===== src/rtl/serial_adder_ctrl_pkg.sv =====
// Shared definitions for the bit-serial adder: state encoding and default width.
package serial_adder_ctrl_pkg;

  localparam int unsigned WIDTH_DEFAULT = 8;

  typedef enum logic [1:0] {
    S_IDLE = 2'd0,
    S_RUN  = 2'd1,
    S_DONE = 2'd2
  } state_e;

endpackage : serial_adder_ctrl_pkg


===== src/rtl/fa_bit_cell.sv =====
// One-bit gate-level full adder; the only arithmetic element of the serial adder.
module fa_bit_cell (
  input  logic a,
  input  logic b,
  input  logic cin,
  output logic sum,
  output logic carry
);

  logic half_sum;

  assign half_sum = a ^ b;
  assign sum      = half_sum ^ cin;
  assign carry    = (a & b) | (cin & half_sum);

endmodule : fa_bit_cell


===== src/rtl/serial_adder_ctrl.sv =====
// Bit-serial adder: LSB-first, one bit per clock through a single full-adder cell,
// with a start/busy/done handshake and a registered carry fed back each cycle.
module serial_adder_ctrl
  import serial_adder_ctrl_pkg::*;
#(
  parameter int unsigned WIDTH = WIDTH_DEFAULT
) (
  input  logic             clk,
  input  logic             rst,
  input  logic             start,
  input  logic [WIDTH-1:0] a,
  input  logic [WIDTH-1:0] b,
  input  logic             cin,
  output logic             busy,
  output logic             done,
  output logic [WIDTH-1:0] sum,
  output logic             cout
);

  localparam int unsigned      CNT_W    = $clog2(WIDTH + 1);
  localparam logic [CNT_W-1:0] CNT_LAST = CNT_W'(WIDTH - 1);

  state_e             state_q, state_d;
  logic [WIDTH-1:0]   sa_q, sa_d;
  logic [WIDTH-1:0]   sb_q, sb_d;
  logic [WIDTH-1:0]   sum_q, sum_d;
  logic [CNT_W-1:0]   cnt_q, cnt_d;
  logic               carry_q, carry_d;
  logic               cout_q, cout_d;
  logic               busy_q, busy_d;
  logic               done_q, done_d;
  logic               cell_sum;
  logic               cell_carry;

  fa_bit_cell u_cell (
    .a     (sa_q[0]),
    .b     (sb_q[0]),
    .cin   (carry_q),
    .sum   (cell_sum),
    .carry (cell_carry)
  );

  // Next-state and datapath update; busy/done are derived from the next state
  // so they appear registered in the same cycle as the state they describe.
  always_comb begin
    state_d = state_q;
    sa_d    = sa_q;
    sb_d    = sb_q;
    sum_d   = sum_q;
    cnt_d   = cnt_q;
    carry_d = carry_q;
    cout_d  = cout_q;

    case (state_q)
      S_IDLE: begin
        if (start) begin
          sa_d    = a;
          sb_d    = b;
          carry_d = cin;
          cnt_d   = '0;
          state_d = S_RUN;
        end
      end
      S_RUN: begin
        sa_d    = sa_q >> 1;
        sb_d    = sb_q >> 1;
        sum_d   = (WIDTH'(cell_sum) << (WIDTH - 1)) | (sum_q >> 1);
        carry_d = cell_carry;
        cnt_d   = cnt_q + CNT_W'(1);
        if (cnt_q == CNT_LAST) begin
          cout_d  = cell_carry;
          state_d = S_DONE;
        end
      end
      S_DONE: begin
        state_d = S_IDLE;
      end
      default: begin
        state_d = S_IDLE;
      end
    endcase

    busy_d = (state_d == S_RUN);
    done_d = (state_d == S_DONE);
  end

  always_ff @(posedge clk) begin
    if (rst) begin
      state_q <= S_IDLE;
      sa_q    <= '0;
      sb_q    <= '0;
      sum_q   <= '0;
      cnt_q   <= '0;
      carry_q <= 1'b0;
      cout_q  <= 1'b0;
      busy_q  <= 1'b0;
      done_q  <= 1'b0;
    end else begin
      state_q <= state_d;
      sa_q    <= sa_d;
      sb_q    <= sb_d;
      sum_q   <= sum_d;
      cnt_q   <= cnt_d;
      carry_q <= carry_d;
      cout_q  <= cout_d;
      busy_q  <= busy_d;
      done_q  <= done_d;
    end
  end

  assign busy = busy_q;
  assign done = done_q;
  assign sum  = sum_q;
  assign cout = cout_q;

endmodule : serial_adder_ctrl


===== config.mk =====
export PLATFORM = sky130hd
export DESIGN_NAME = serial_adder_ctrl
export DESIGN_NICKNAME = d
export VERILOG_FILES = /design/src/rtl/serial_adder_ctrl_pkg.sv /design/src/rtl/fa_bit_cell.sv /design/src/rtl/serial_adder_ctrl.sv
export SDC_FILE = /design/constraint.sdc
export NUM_CORES = 1
export LEC_CHECK = 0
export CAP_MARGIN = 20
export CORE_UTILIZATION = 30
export CTS_BUF_LIST = sky130_fd_sc_hd__clkbuf_4 sky130_fd_sc_hd__clkbuf_8
export DETAILED_ROUTE_END_ITERATION = 12
export PLACE_DENSITY = 0.52
export SLEW_MARGIN = 10
export SYNTH_ARGS = -nofsm -noshare
export SYNTH_HDL_FRONTEND = slang
export SYNTH_SLANG_ARGS = --single-unit

===== constraint.sdc =====
create_clock -name clk -period 1.55 [get_ports clk]
set_clock_uncertainty 0.15 [all_clocks]
set_input_delay 0.3875 -clock clk [delete_from_list [all_inputs] [get_ports clk]]
set_output_delay 0.3875 -clock clk [all_outputs]
set_load 0.05 [all_outputs]

==> results.py, run 1 <==
metrics = {
    "outcome": {
        "status": "completed",
    },
    "logic_synthesis": {
        "yosysSeqAreaShare_pct": 50.3,
        "syn_area_mm2": 0.00135,
        "synth_seq_cells": 34,
        "synth.distinct_cells": 26,
        "ys_top_cells_by_area": "dfxtp_1, a211oi_1, o22ai_1",
        "yosysMostFrequentCell": "dfxtp_1",
        "synth_commonest_cells": "dfxtp_1, nand2_1, nor2_1",
        "yosysWarnings": 0,
        "ys_async_sr_fraction_pct": 0,
        "synthCells": 151,
        "syn_nets": 173,
        "avgSynthCellArea_um2": 8.96,
        "synthFlopType": "dfxtp_1",
        "synth_edf_count": 0,
        "synth_top_area_share_pct": 50.3,
        "yosysTopAreaCell": "dfxtp_1",
    },
    "floorplan": {
        "ioPinCount": 31,
        "core_region_area_mm2": 0.00435,
        "die_area_mm2": 0.00478,
        "die_w_um": 69.1,
        "start_util_pct": 31.1,
        "rows": 24,
        "die_height_um": 69.1,
    },
    "detailed_routing": {
        "wl_met2_um": 1350,
        "drt-met1-wl_um": 1510,
        "drt-total-wl_um": 3100,
        "drc_errors": 0,
        "firstDrtPassIters": 4,
        "wl_met3_um": 185,
        "wl_per_cell_um": 13.0,
        "drt_iter0_drc": 47,
        "top_layer_used": "met4",
        "vias_per_cell": 5.03,
        "dr_total_vias": 1201,
        "ant_nets": 0,
    },
    "layout": {
        "final_layout_size_suffix_gt1_share_pct": 19.3,
        "regArea_um2": 682,
        "fillers": 410,
        "antenna_cells": 0,
        "area_growth_pct": 46.1,
        "utilization_pct": 45.4,
        "finalNonFillerCells": 239,
        "layout.nets": 208,
        "multi_input_area_um2": 607,
    },
    "setup_path": {
        "setup.worst_path.start": "start",
        "path_depth": 5,
        "crit_chain": "clkdlybuf4s50_1 > o21ba_2 > buf_12 > nor2_1 > a211oi_1",
        "r2r_start": "cnt_q[0]$_SDFFE_PP0P_",
        "timing.rr.end": "cout$_SDFFE_PP0P_",
        "worstPathArrival_ns": 1.51,
        "critPathSlowestCell": "clkdlybuf4s50_1",
        "reg2reg_setup_slack_ns": 0.20,
        "worst_path_largest_cell_delay_ns": 0.53,
        "endpoint": "sa_q[0]$_SDFFE_PP0P_",
        "path_class": "in -> reg",
        "start_kind": "primary input",
        "cp.required_ns": 1.59,
        "critical_path.top_delay_family": "buffers and inverters",
        "crit_path_max_fanout": 15,
        "crit_buf_inv": 2,
        "rr_worst_depth": 4,
        "worst_setup_path_end_kind": "flop",
    },
    "clock_network": {
        "cts_inserted_buffers": 5,
        "cts.sinks": 34,
        "h-tree-depth": 2,
        "insertion_delay_ns": 0.28,
        "cts_tree": "done",
        "hold_buffers": 0,
        "cts_buffer_depth": 2,
        "clockRootBuffer": "clkbuf_8",
        "clkSlewWorstSetupHoldPaths_ns": 0.07,
    },
    "pwr": {
        "ir_worst_vdd_v": 0.000404,
        "p_per_area_mw_per_mm2": 975,
        "leakagePower_nw": 0.730,
    },
    "timing": {
        "slew_viol_final": 0,
        "setup_viol": 0,
        "fmax_ghz": 0.681,
        "hold_viol": 0,
        "whs_ns": 0.343,
        "fin_crit_sh_pct": 94.7,
        "tightestPinTransition_ns": 0.492,
        "rsz0062_at_grt": "no",
        "relSlewSlack_pct": 67.2,
        "period_minus_slack_ns": 1.47,
        "timing.final.ws_setup_ns": 0.0816,
    },
    "place": {
        "dp.cells": 229,
        "place_ws_ns": -0.199,
        "gp_congestion": 0.765,
        "port_buffers": 30,
        "dp.final_hpwl_um": 2130,
    },
    "global_route": {
        "grt_antenna_before_repair": 0,
        "grt-ovfl-total": 0,
        "grt_pass1_wl_um": 5240,
        "track_usage_pct": 13.7,
        "grt_pass1_vias": 1120,
        "grt_start_max_net_pins": 35,
    },
    "job": {
        "maxCapViolations": 0,
    },
    "worst_hold_path": {
        "hp-class": "reg -> reg",
    },
}
## cell families (layout without fill, tap and decap cells)
logic type | Yosys count | in the layout | share of synthesized area (%)
AND/OR/NAND/NOR | 51 | 51 | 16.0
buffers and inverters | 13 | 49 | 5.18
AO/OA/AOI/OAI | 50 | 50 | 25.3
flip-flops | 34 | 34 | 50.3
adder cells (fa/ha/maj) | 2 | 2 | 2.41
multiplexers | 1 | 1 | 0.740
## cell usage in the layout (no fill, tap or decap), drive strengths merged, types with 2 or more instances in the layout
master / n
a211oi: 17
a21oi: 10
a22oi: 3
buf: 20
clkbuf: 7
clkdlybuf4s50: 19
dfxtp: 34
nand2: 21
nand2b: 2
nand3: 3
nor2: 21
o22ai: 15
## worst reg2reg max path, stage by stage, from the launching register on
cell and delay (ns):
dfxtp_1 0.33, ha_1 0.23, and3b_1 0.24, a21bo_2 0.21, a21oi_1 0.13
## worst min-delay path by stage
| stage | cells past startpoint | to | start | slack (ns) |
|---|---|---|---|---|
| 6_report | 2 | sum[0]$_SDFFE_PP0P_ | sum[0]$_SDFFE_PP0P_ | 0.34 |
| 3_3_place_gp | 2 | sum[0]$_SDFFE_PP0P_ | sum[0]$_SDFFE_PP0P_ | 0.33 |
| 5_1_grt | 2 | sum[3]$_SDFFE_PP0P_ | sum[3]$_SDFFE_PP0P_ | 0.38 |
| 3_5_place_dp | 2 | sum[0]$_SDFFE_PP0P_ | sum[0]$_SDFFE_PP0P_ | 0.34 |
| 2_1_floorplan | 2 | cnt_q[3]$_SDFFE_PP0P_ | cnt_q[3]$_SDFFE_PP0P_ | 0.31 |
| 4_1_cts | 2 | sum[0]$_SDFFE_PP0P_ | sum[0]$_SDFFE_PP0P_ | 0.35 |
## registers in the layout, summed over array words and instances, names as in the netlist
signal,cells
state_q,2
cnt_q,4
done,1
sb_q,8
busy,1
sum,8
sa_q,8
cout,1
carry_q,1
## layout make-up
type	count	share of cell area, %
clock buffers	7	4.56
well taps	52	3.29
repair buffers	39	26.1
clock inverters	1	0.253
multi-input cells	104	30.7
flip-flops and latches	34	34.5
inverters	2	0.570
## per-stage QoR
| step | area, µm² | TNS [ns] | total power, mW |
|---|---|---|---|
| 5_1_grt | 1980 | 0 | 2.01 |
| 3_3_place_gp | 1860 | -2.81 | 1.25 |
| 6_report | 1980 | 0 | 1.93 |
| 4_1_cts | 1950 | 0 | 1.94 |
| 2_1_floorplan | 1350 | 0 | 1.12 |
| 3_5_place_dp | 1860 | -3.32 | 1.25 |
## routing by layer
metal  global-route usage (%)  up-vias
met3                     4.82        7
li1                         -      611
met1                     17.4      545
met2                     21.3       38
met5                        0        -
met4                     5.44        0
## report_power, final
part	leakage [nW]	internal [mW]	total, mW	switching, mW
Sequential	0.279	0.923	0.960	0.0368
Combinational	0.399	0.153	0.283	0.130
Clock	0.0517	0.376	0.683	0.307
Total	0.730	1.45	1.93	0.474
## repair_timing
action                                  4_1_cts  5_1_grt
gates resized for setup                       0        3
endpoints found under the setup margin        0       16
buffers inserted                              0        2
No activity file was read; power rests on OpenSTA's default activity.
==> inputs of run 2 (changes only) <==
--- a/config.mk
+++ b/config.mk
@@ -5,7 +5,6 @@
 export SDC_FILE = /design/constraint.sdc
 export NUM_CORES = 1
 export LEC_CHECK = 0
-export CAP_MARGIN = 20
 export CORE_UTILIZATION = 30
 export CTS_BUF_LIST = sky130_fd_sc_hd__clkbuf_4 sky130_fd_sc_hd__clkbuf_8
 export DETAILED_ROUTE_END_ITERATION = 12
==> results of run 2 <==
Final layout, timing and power as in run 1 (identical DEF).
